### src/rtl/div_controller.sv
// Sequencing FSM for an N-iteration shift/subtract divider: load, initial shift, N iterate strobes, final right shift.
// Every output is a registered decode of the current state, so each strobe appears one clock after its state is entered.
module div_controller #(
    parameter int N = 32
) (
    input  logic                clk,
    input  logic                Reset,
    input  logic                Start,
    input  logic                Divisor_zero,
    output logic                W_ctrl,
    output logic                SLL_ctrl,
    output logic                SRL_ctrl,
    output logic                Ready,
    output logic                Busy,
    output logic                Div_zero,
    output logic [$clog2(N):0]  Count
);
    localparam int            CW   = $clog2(N) + 1;
    localparam logic [CW-1:0] LAST = CW'(N - 1);

    typedef enum logic [2:0] {
        IDLE,
        LOAD,
        SHIFT0,
        ITER,
        FIX,
        DONE
    } state_t;

    state_t        state_q, state_d;
    logic [CW-1:0] iter_q, iter_d;
    logic          abort_q, abort_d;

    logic          w_ctrl_q, w_ctrl_d;
    logic          sll_ctrl_q, sll_ctrl_d;
    logic          srl_ctrl_q, srl_ctrl_d;
    logic          ready_q, ready_d;
    logic          busy_q, busy_d;
    logic          div_zero_q, div_zero_d;
    logic [CW-1:0] count_q, count_d;

    always_comb begin
        state_d = state_q;
        iter_d  = iter_q;
        abort_d = abort_q;
        case (state_q)
            IDLE: begin
                if (Start) state_d = LOAD;
            end
            LOAD: begin
                iter_d  = '0;
                abort_d = Divisor_zero;
                state_d = Divisor_zero ? DONE : SHIFT0;
            end
            SHIFT0: begin
                state_d = ITER;
            end
            // The index holds at its last value on exit so Count never wraps while iterating.
            ITER: begin
                if (iter_q == LAST) state_d = FIX;
                else                iter_d  = iter_q + CW'(1);
            end
            FIX: begin
                state_d = DONE;
            end
            DONE: begin
                if (Start) state_d = LOAD;
            end
            default: begin
                state_d = IDLE;
            end
        endcase
    end

    always_comb begin
        w_ctrl_d   = (state_q == LOAD);
        sll_ctrl_d = (state_q == SHIFT0) || (state_q == ITER);
        srl_ctrl_d = (state_q == FIX);
        ready_d    = (state_q == DONE);
        busy_d     = (state_q == LOAD) || (state_q == SHIFT0) ||
                     (state_q == ITER) || (state_q == FIX);
        div_zero_d = (state_q == DONE) && abort_q;
        count_d    = (state_q == ITER) ? iter_q : '0;
    end

    always_ff @(posedge clk) begin
        if (Reset) begin
            state_q    <= IDLE;
            iter_q     <= '0;
            abort_q    <= 1'b0;
            w_ctrl_q   <= 1'b0;
            sll_ctrl_q <= 1'b0;
            srl_ctrl_q <= 1'b0;
            ready_q    <= 1'b0;
            busy_q     <= 1'b0;
            div_zero_q <= 1'b0;
            count_q    <= '0;
        end else begin
            state_q    <= state_d;
            iter_q     <= iter_d;
            abort_q    <= abort_d;
            w_ctrl_q   <= w_ctrl_d;
            sll_ctrl_q <= sll_ctrl_d;
            srl_ctrl_q <= srl_ctrl_d;
            ready_q    <= ready_d;
            busy_q     <= busy_d;
            div_zero_q <= div_zero_d;
            count_q    <= count_d;
        end
    end

    assign W_ctrl   = w_ctrl_q;
    assign SLL_ctrl = sll_ctrl_q;
    assign SRL_ctrl = srl_ctrl_q;
    assign Ready    = ready_q;
    assign Busy     = busy_q;
    assign Div_zero = div_zero_q;
    assign Count    = count_q;

endmodule

### config.mk
export PLATFORM = sky130hd
export DESIGN_NAME = div_controller
export DESIGN_NICKNAME = d
export VERILOG_FILES = /design/src/rtl/div_controller.sv
export SDC_FILE = /design/constraint.sdc
export NUM_CORES = 1
export LEC_CHECK = 0
export CORE_MARGIN = 3
export CORE_UTILIZATION = 50
export CTS_CLUSTER_DIAMETER = 60
export DETAILED_ROUTE_END_ITERATION = 8
export PLACE_DENSITY_LB_ADDON = 0.15
export SETUP_SLACK_MARGIN = 0.02
export SYNTH_ARGS = -nofsm -noshare
export SYNTH_HDL_FRONTEND = slang
export SYNTH_SLANG_ARGS = --single-unit
### constraint.sdc
create_clock -name clk -period 2.3 [get_ports clk]
set_input_delay 0.345 -clock clk [delete_from_list [all_inputs] [get_ports clk]]
set_output_delay 0.345 -clock clk [all_outputs]
set_load 0.01 [all_outputs]
# Yosys cells after proc, flatten, opt, wreduce, memory -nomap -nowiden

Index checks and enable logic that the tools add are counted.

Flip-flop bits (word level): 22
Word-level logic and storage cells: 38

Add/sub/neg operators: 1
Eq/ne operators: 9
Mux-type cells: 6
Bitwise operators: 1
Reduce and logical (&&, ||, !) cells: 11

Operators with widths:

| kind                  | number |
|---|---|
| $pmux W3 S5           | 1 |
| $pmux W6 S2           | 1 |
| $mux W3               | 3 |
| $add A6 B1 Y6 const B | 1 |
| $eq A3 B2 Y1 const B  | 2 |
| $eq A3 B3 Y1 const B  | 2 |
| $eq A6 B5 Y1 const B  | 1 |
| $mux W6               | 1 |
| $logic_or A1 B1 Y1    | 4 |
| $ne A2 B2 Y1 const B  | 2 |
| $reduce_and A2 Y1     | 2 |
| $reduce_or A2 Y1      | 2 |
| $eq A3 B1 Y1 const B  | 1 |
| $logic_not A3 Y1      | 1 |
| $ne A2 B1 Y1 const B  | 1 |
| $reduce_bool A2 Y1    | 1 |
| $logic_and A1 B1 Y1   | 1 |
| $not A1 Y1            | 1 |

# Longest topological paths before layout

Gate-level depths: netlist of run 1.

Depth after elaboration: 4
Gate-level depth with buffers: 4
Gate-level depth less buffers: 4

# Least setup slack after synthesis of run 1

Ideal clock, no wire load.

Path type: register -> register
Start: register iter_q[0]
End: register iter_q[3]
Setup time: 103 ps
Arrival: 1187 ps
Data required time: 2197 ps
Path slack: 1010 ps
Cell stages (with the launch flop): 5
Path buffers: 0
Cell sequence: dfxtp_1 > ha_1 > nor2b_4 > a21boi_2 > a2111oi_2

Longest elaborated chain between the ends: 3
Elaborated cells on any way between the ends: 6

RTL lines:

| what                                             | line   | text |
|---|---|---|
| from (decl)                                      | 31     | `logic [CW-1:0] iter_q, iter_d;` |
| from (signal assigned)                           | 100    | `iter_q <= iter_d;` |
| $add A6 B1 Y6 or $eq A6 B5 Y1 (tied branches)    | 61, 60 |  |
| $mux W6 or $ne A2 B2 Y1 (tied branches)          | -      |  |
| $pmux W6 S2 or $reduce_and A2 Y1 (tied branches) | -      |  |

Several ways; a longest one is shown, not always the timed one. The select of a mux whose other input is x is not followed.
A chain may end at the register's enable or synchronous reset.

# Worst setup path after layout of run 1

Start: register count_q[1], in the netlist Count[1]
End: output port Count[1]

RTL lines:

| what                   | line | text |
|---|---|---|
| from (decl)            | 40   | `logic [CW-1:0] count_q, count_d;` |
| from (signal assigned) | 108  | `count_q <= count_d;` |
| to (decl)              | 16   | `output logic [$clog2(N):0] Count` |

No word-level cell between the ends.

==> results of run 1 <==
==> worst reg2reg max path: stages, from the launching register on <==
cell and delay, ps:
dfxtp_1 420, ha_1 290, nor2b_4 260, a21boi_2 80
a2111oi_2 340
==> Yosys cell counts (2+ instances only) <==
library cell / instances / share of area
a211oi_1: 3 / 0.024
a21oi_1: 4 / 0.021
a31oi_1: 5 / 0.033
and2_1: 8 / 0.053
and2b_1: 2 / 0.016
and3_1: 3 / 0.020
and3b_1: 2 / 0.019
buf_2: 2 / 0.011
buf_4: 2 / 0.016
dfxtp_1: 22 / 0.47
inv_1: 2 / 0.0080
nand2_1: 9 / 0.036
nand2b_1: 2 / 0.013
nand3_1: 2 / 0.011
nand4_1: 3 / 0.020
nor2_1: 6 / 0.024
nor3_1: 2 / 0.011
o2111ai_1: 2 / 0.019
o21ai_0: 2 / 0.011
==> registers in the layout, indices dropped and copies added (netlist names) <==
| name | count |
|---|---|
| Busy | 1 |
| Count | 6 |
| Div_zero | 1 |
| Ready | 1 |
| SLL_ctrl | 1 |
| SRL_ctrl | 1 |
| W_ctrl | 1 |
| abort_q | 1 |
| iter_q | 6 |
| state_q | 3 |
==> layout make-up <==
cell class	instances	share of cell area
tap	25	0.0276
timing repair buffer	15	0.132
sequential	22	0.389
multi-input combinational	70	0.398
clock inverter	1	0.0265
clock buffer	3	0.0199
inverter	2	0.00662
==> metrics by stage <==
| step | cell area, um2 | hold WS (ps) | util | setup slack, ps |
|---|---|---|---|---|
| CTS | 1130 | 470 | 0.649 | 778 |
| finish | 1130 | 468 | 0.649 | 791 |
| global placement | 1080 | 441 | 0.619 | 621 |
| global route | 1130 | 502 | 0.649 | 613 |
| floorplan | 940 | 423 | - | 1010 |
| detailed placement | 1080 | 440 | 0.619 | 623 |
==> kinds of logic (layout without fill, tap and decap cells) <==
kind of cell	count (synthesis)	count (layout)	synth area share
XOR/XNOR	1	1	0.00932
flip-flops	22	22	0.469
buffers and inverters	8	21	0.0506
adder cells (fa/ha/maj)	1	1	0.0133
AO/OA/AOI/OAI	24	24	0.189
AND/OR/NAND/NOR	44	44	0.269
==> path summary, 6_finish.rpt <==
kind / startpoint / to / slack, ps / cells past startpoint
setup reg to reg: iter_q[0] / iter_q[3] / 830 / 4
hold reg to reg: abort_q / Div_zero / 470 / 1
hold / removal: abort_q / Div_zero / 470 / 1
setup / recovery: Count[1] / Count[1] / 790 / 1
==> per-layer routing <==
layer / vias to the layer above / track usage / wire, um
met5: - / 0 / 0
met4: 0 / 0.123 / 63
met3: 9 / 0.0275 / 94
met2: 30 / 0.228 / 738
met1: 347 / 0.231 / 842
li1: 382 / - / -
==> power by group through the flow <==
stage	logic, mW	clock network (mW)	registers [mW]
after floorplan	0.0639	0	0.413
after global placement	0.0724	0	0.426
after detailed placement	0.0728	0	0.427
after CTS	0.0739	0.297	0.419
after global routing	0.0820	0.315	0.424
final	0.0740	0.290	0.419
==> run metrics, run 1 <==
CTS tree=done; Clock Latency Late Sink=310 ps; initial antenna violation count=0; cell-by-cell trace of the critical path=clkdlybuf4s50_1; H-tree depth=1; Final Non-Filler Cells=138; Pleak=0.423 nW; Gates resized, CTS repair=0; Storage cell area=440 um2; Comb power frac=0.094; Rows=15; critical path class=reg -> out; Sink Count=22; RSZ-0062 raised after global routing=no; NumNets Final=119; first-pass GRT wire length=3.15 mm; Internal=0.610 mW; dpl cells=134; Critical Path Start Type=flop; postcts setup bufs=0; Top FF cell, synth=dfxtp_1; clk root buf=clkbuf_4; Tightest Pin Transition=620 ps; wire per inst=12.6 um; Via density=5.57; layout cell share with drive strength beyond 1=0.0796; total grt overflow=0; sequential share of the synthesized area=0.469; die area=0.00244 mm2; Total Wirelength=1.74 mm; Area Overhead vs Synth=20.6%; Largest delay share family, worst path=buffers and inverters; Mapped Area=940 um2; Hold Violations, Final=0; DRC=0; status=complete, no violations; n_diodes=0; initial DRC count=24; Flop pwr share=0.535; hold buffers post-CTS=0; number of port buffers=15; # IOs=16; Avg Cell Area, Syn=9.40 um2; Post-synth EDFFs=0; final critical-path required period=1510 ps; YS warnings=0; Slew HR=0.586; skew final=7.13 ps; Cell variety after synth=36; drt pass-1 iters=4; Synth Register Bits=22; asr flop ratio synth=0; Req. time, crit path=1960 ps; commonest non-fill, non-tap cells in the layout=dfxtp_1, clkdlybuf4s50_1, nand2_1; fillers=157; Via Count=768; clock slew at reported path FFs=120 ps; crit share post-route=0.656; Core ar.=0.00175 mm2; most common cell after layout, fill and taps aside=dfxtp_1; largest net degree at the start of global routing=20; syn nets=105; # Max-Cap Violations=0; Synth Instances=100; CTS Buffer Depth=2; Hold/Removal Path Class=reg -> reg; final setup fails=0; sw frac=0.222; Max stage delay cell, worst path=clkdlybuf4s50_1; WP data arrival=1160 ps; Die Height=49.4 um; Routability Congestion=0.867; Final ANT Viol Nets=0; endpoint class of the critical path=output pin; DIE WIDTH=49.4 um; WP buf/inv=1; Tot Pwr=0.784 mW; Fin Setup TNS=0 ps; clock share of power=0.370; power density cells=691 mW/mm2; multi-input logic area=452 um2; Starting Density=0.538; Achievable Freq=663 MHz; number of global-route vias before repair=709; HPWL after DPL=1.16 mm; GRT Overall Usage=0.166; max-slew violations=0; Critical Path Max Stage Delay=530 ps; clock buffer count from CTS=3; VDD IR max=0.425 mV; crit path max fanout=1; switching pwr=0.174 mW
No activity file was read; power rests on OpenSTA's default activity.
==> inputs of run 2 (changes only) <==
Settings changed: CORE_UTILIZATION 50 to 45.
Clock period 2.3 ns to 1.3 ns, I/O delays scaled along.
==> run 2 against run 1 <==
- the flow now finishes with violations (setup timing)
- sequential cell count is the same
- clock power increased by 79%
- worst setup slack worse by 800 ps
- sequential power grew 73%
- die area increased by 9.7%
- clock-buffer cell count unchanged
- power grew 83%
- cell area grew 14%
- sequential share of layout area shrank 4.6 points
- clock skew shrank 5.3 ps
- combinational power rose to 2.6 times the previous value
- largest cell class unchanged
- largest power group unchanged
==> run metrics, run 2 (same netlist as run 1, synthesis figures left out) <==
status=finished, violations left; failing checks=setup timing; Internal=1.11 mW (+82%); Critical Path Max Stage Delay=380 ps (-150 ps); critical path class=reg -> reg; layout cell share with drive strength beyond 1=0.273 (+0.193); # IOs=16 (unchanged); Via density=5.35 (-3.9%); Flop pwr share=0.505 (-0.030); max-slew violations=0 (unchanged); final setup fails=1 (+1); clock share of power=0.362 (-0.008); switching pwr=0.326 mW (+88%); Comb power frac=0.132 (+0.038); WP data arrival=1520 ps (+360 ps); Starting Density=0.511 (-0.0275); DIE WIDTH=51.7 um (+4.8%); GRT Overall Usage=0.170 (+0.00373); # Max-Cap Violations=0 (unchanged); fin worst setup slack=-3.93 ps (-795 ps); Rows=15 (unchanged); drt pass-1 iters=4 (unchanged); power density cells=1110 mW/mm2 (+60%); HPWL after DPL=1.43 mm (+24%); RSZ-0062 raised after global routing=yes; VDD IR max=0.754 mV (+77%); clock slew at reported path FFs=130 ps (about the same); n_diodes=0 (unchanged); cell-by-cell trace of the critical path=ha_4 -> buf_4 -> and3b_1 -> a31oi_1 -> a211oi_1; commonest non-fill, non-tap cells in the layout=dfxtp_1, buf_4, dlygate4sd2_1; number of global-route vias before repair=848 (+20%); Max stage delay cell, worst path=dfxtp_2; Clock Latency Late Sink=300 ps (about the same); Core ar.=0.00184 mm2 (+5.4%); sw frac=0.227 (+0.00584); NumNets Final=138 (+16%); Hold Violations, Final=0 (unchanged); first-pass GRT wire length=3.57 mm (+13%); total grt overflow=0 (unchanged); Hold/Removal Path Class=reg -> reg; fillers=148 (-5.7%); clk root buf=clkbuf_4; crit share post-route=1.00; Pleak=0.576 nW (+36%); Final ANT Viol Nets=0 (unchanged); Via Count=840 (+9.4%); H-tree depth=1 (unchanged); Achievable Freq=767 MHz; WP buf/inv=1 (unchanged); clock buffer count from CTS=3 (unchanged); initial DRC count=14 (-42%); Hold WS=473 ps (+4.40 ps); largest net degree at the start of global routing=14 (-30%); final critical-path required period=1300 ps; Die Height=51.7 um (+4.8%); CTS tree=done; Area Overhead vs Synth=37.9%; wire per inst=13.9 um (+10%); DRC=0 (unchanged); endpoint class of the critical path=flop; Slew HR=0.798 (+0.212); Tightest Pin Transition=303 ps (-317 ps); Req. time, crit path=1510 ps (-450 ps); number of port buffers=15 (unchanged); CTS Buffer Depth=2 (unchanged); initial antenna violation count=0 (unchanged); Routability Congestion=0.828 (-4.5%); die area=0.00267 mm2 (+9.7%); Sink Count=22 (unchanged); Critical Path Start Type=flop; Largest delay share family, worst path=flip-flops; Total Wirelength=2.18 mm (+26%); hold buffers post-CTS=0 (unchanged); Tot Pwr=1.43 mW (+83%); skew final=1.83 ps (-5.30 ps); crit path max fanout=3 (+2)
==> run 2: changes by cell type in the layout (fill, tap and decap cells not counted), sizes merged <==
| cell | change |
|---|---|
| clkdlybuf4s50 | -12 |
| dlygate4sd2 | +12 |
| buf | +19 |
==> run 2: what timing repair did <==
item | in CTS | in global routing
buffers inserted | 2 | 1
endpoints found under the setup margin | 14 | 4
gates resized for setup | 17 | 3
pin swaps | 1 | 3
==> run 2: path summary, 6_finish.rpt <==
path             start        end  slack, ps  cells past startpoint
max          iter_q[1]  iter_q[4]         -4                      5
min            abort_q   Div_zero        470                      1
max reg2reg  iter_q[1]  iter_q[4]         -4                      5
min reg2reg    abort_q   Div_zero        470                      1
==> run 2: per-layer routing <==
layer	vias to the layer above	global-route usage	wire, um
met3	2	0.0258	85
met5	-	0	0
met2	21	0.301	1050
met4	0	0.0349	15
li1	420	-	-
met1	397	0.218	1030
==> run 2: stage by stage <==
stage	instance area [um2]	util	cells	TNS, ps	setup WS, ps
2_1_floorplan	942	-	100	0	29.9
6_report	1300	0.705	157	-3.93	-3.93
3_3_place_gp	1200	0.654	150	0	3.25
3_5_place_dp	1200	0.654	150	-79.2	-21.3
4_1_cts	1270	0.689	156	0	22.4
5_1_grt	1300	0.705	157	-106	-56.9
==> run 2: power by group through the flow <==
stage / sequential, mW / combinational [mW] / clock (mW)
global placement: 0.738 / 0.187 / 0
finish: 0.724 / 0.189 / 0.519
detailed placement: 0.738 / 0.191 / 0
global route: 0.730 / 0.207 / 0.555
floorplan: 0.731 / 0.113 / 0
CTS: 0.724 / 0.186 / 0.521
==> run 2: area by class of cell <==
class,count,area [um2],share of cell area
Multi-Input combinational cell,70,483,0.373
Tap cell,25,31.3,0.0241
Inverter,2,7.51,0.00579
Clock inverter,1,30.0,0.0232
Timing Repair Buffer,34,278,0.214
Sequential cell,22,444,0.343
Clock buffer,3,22.5,0.0174
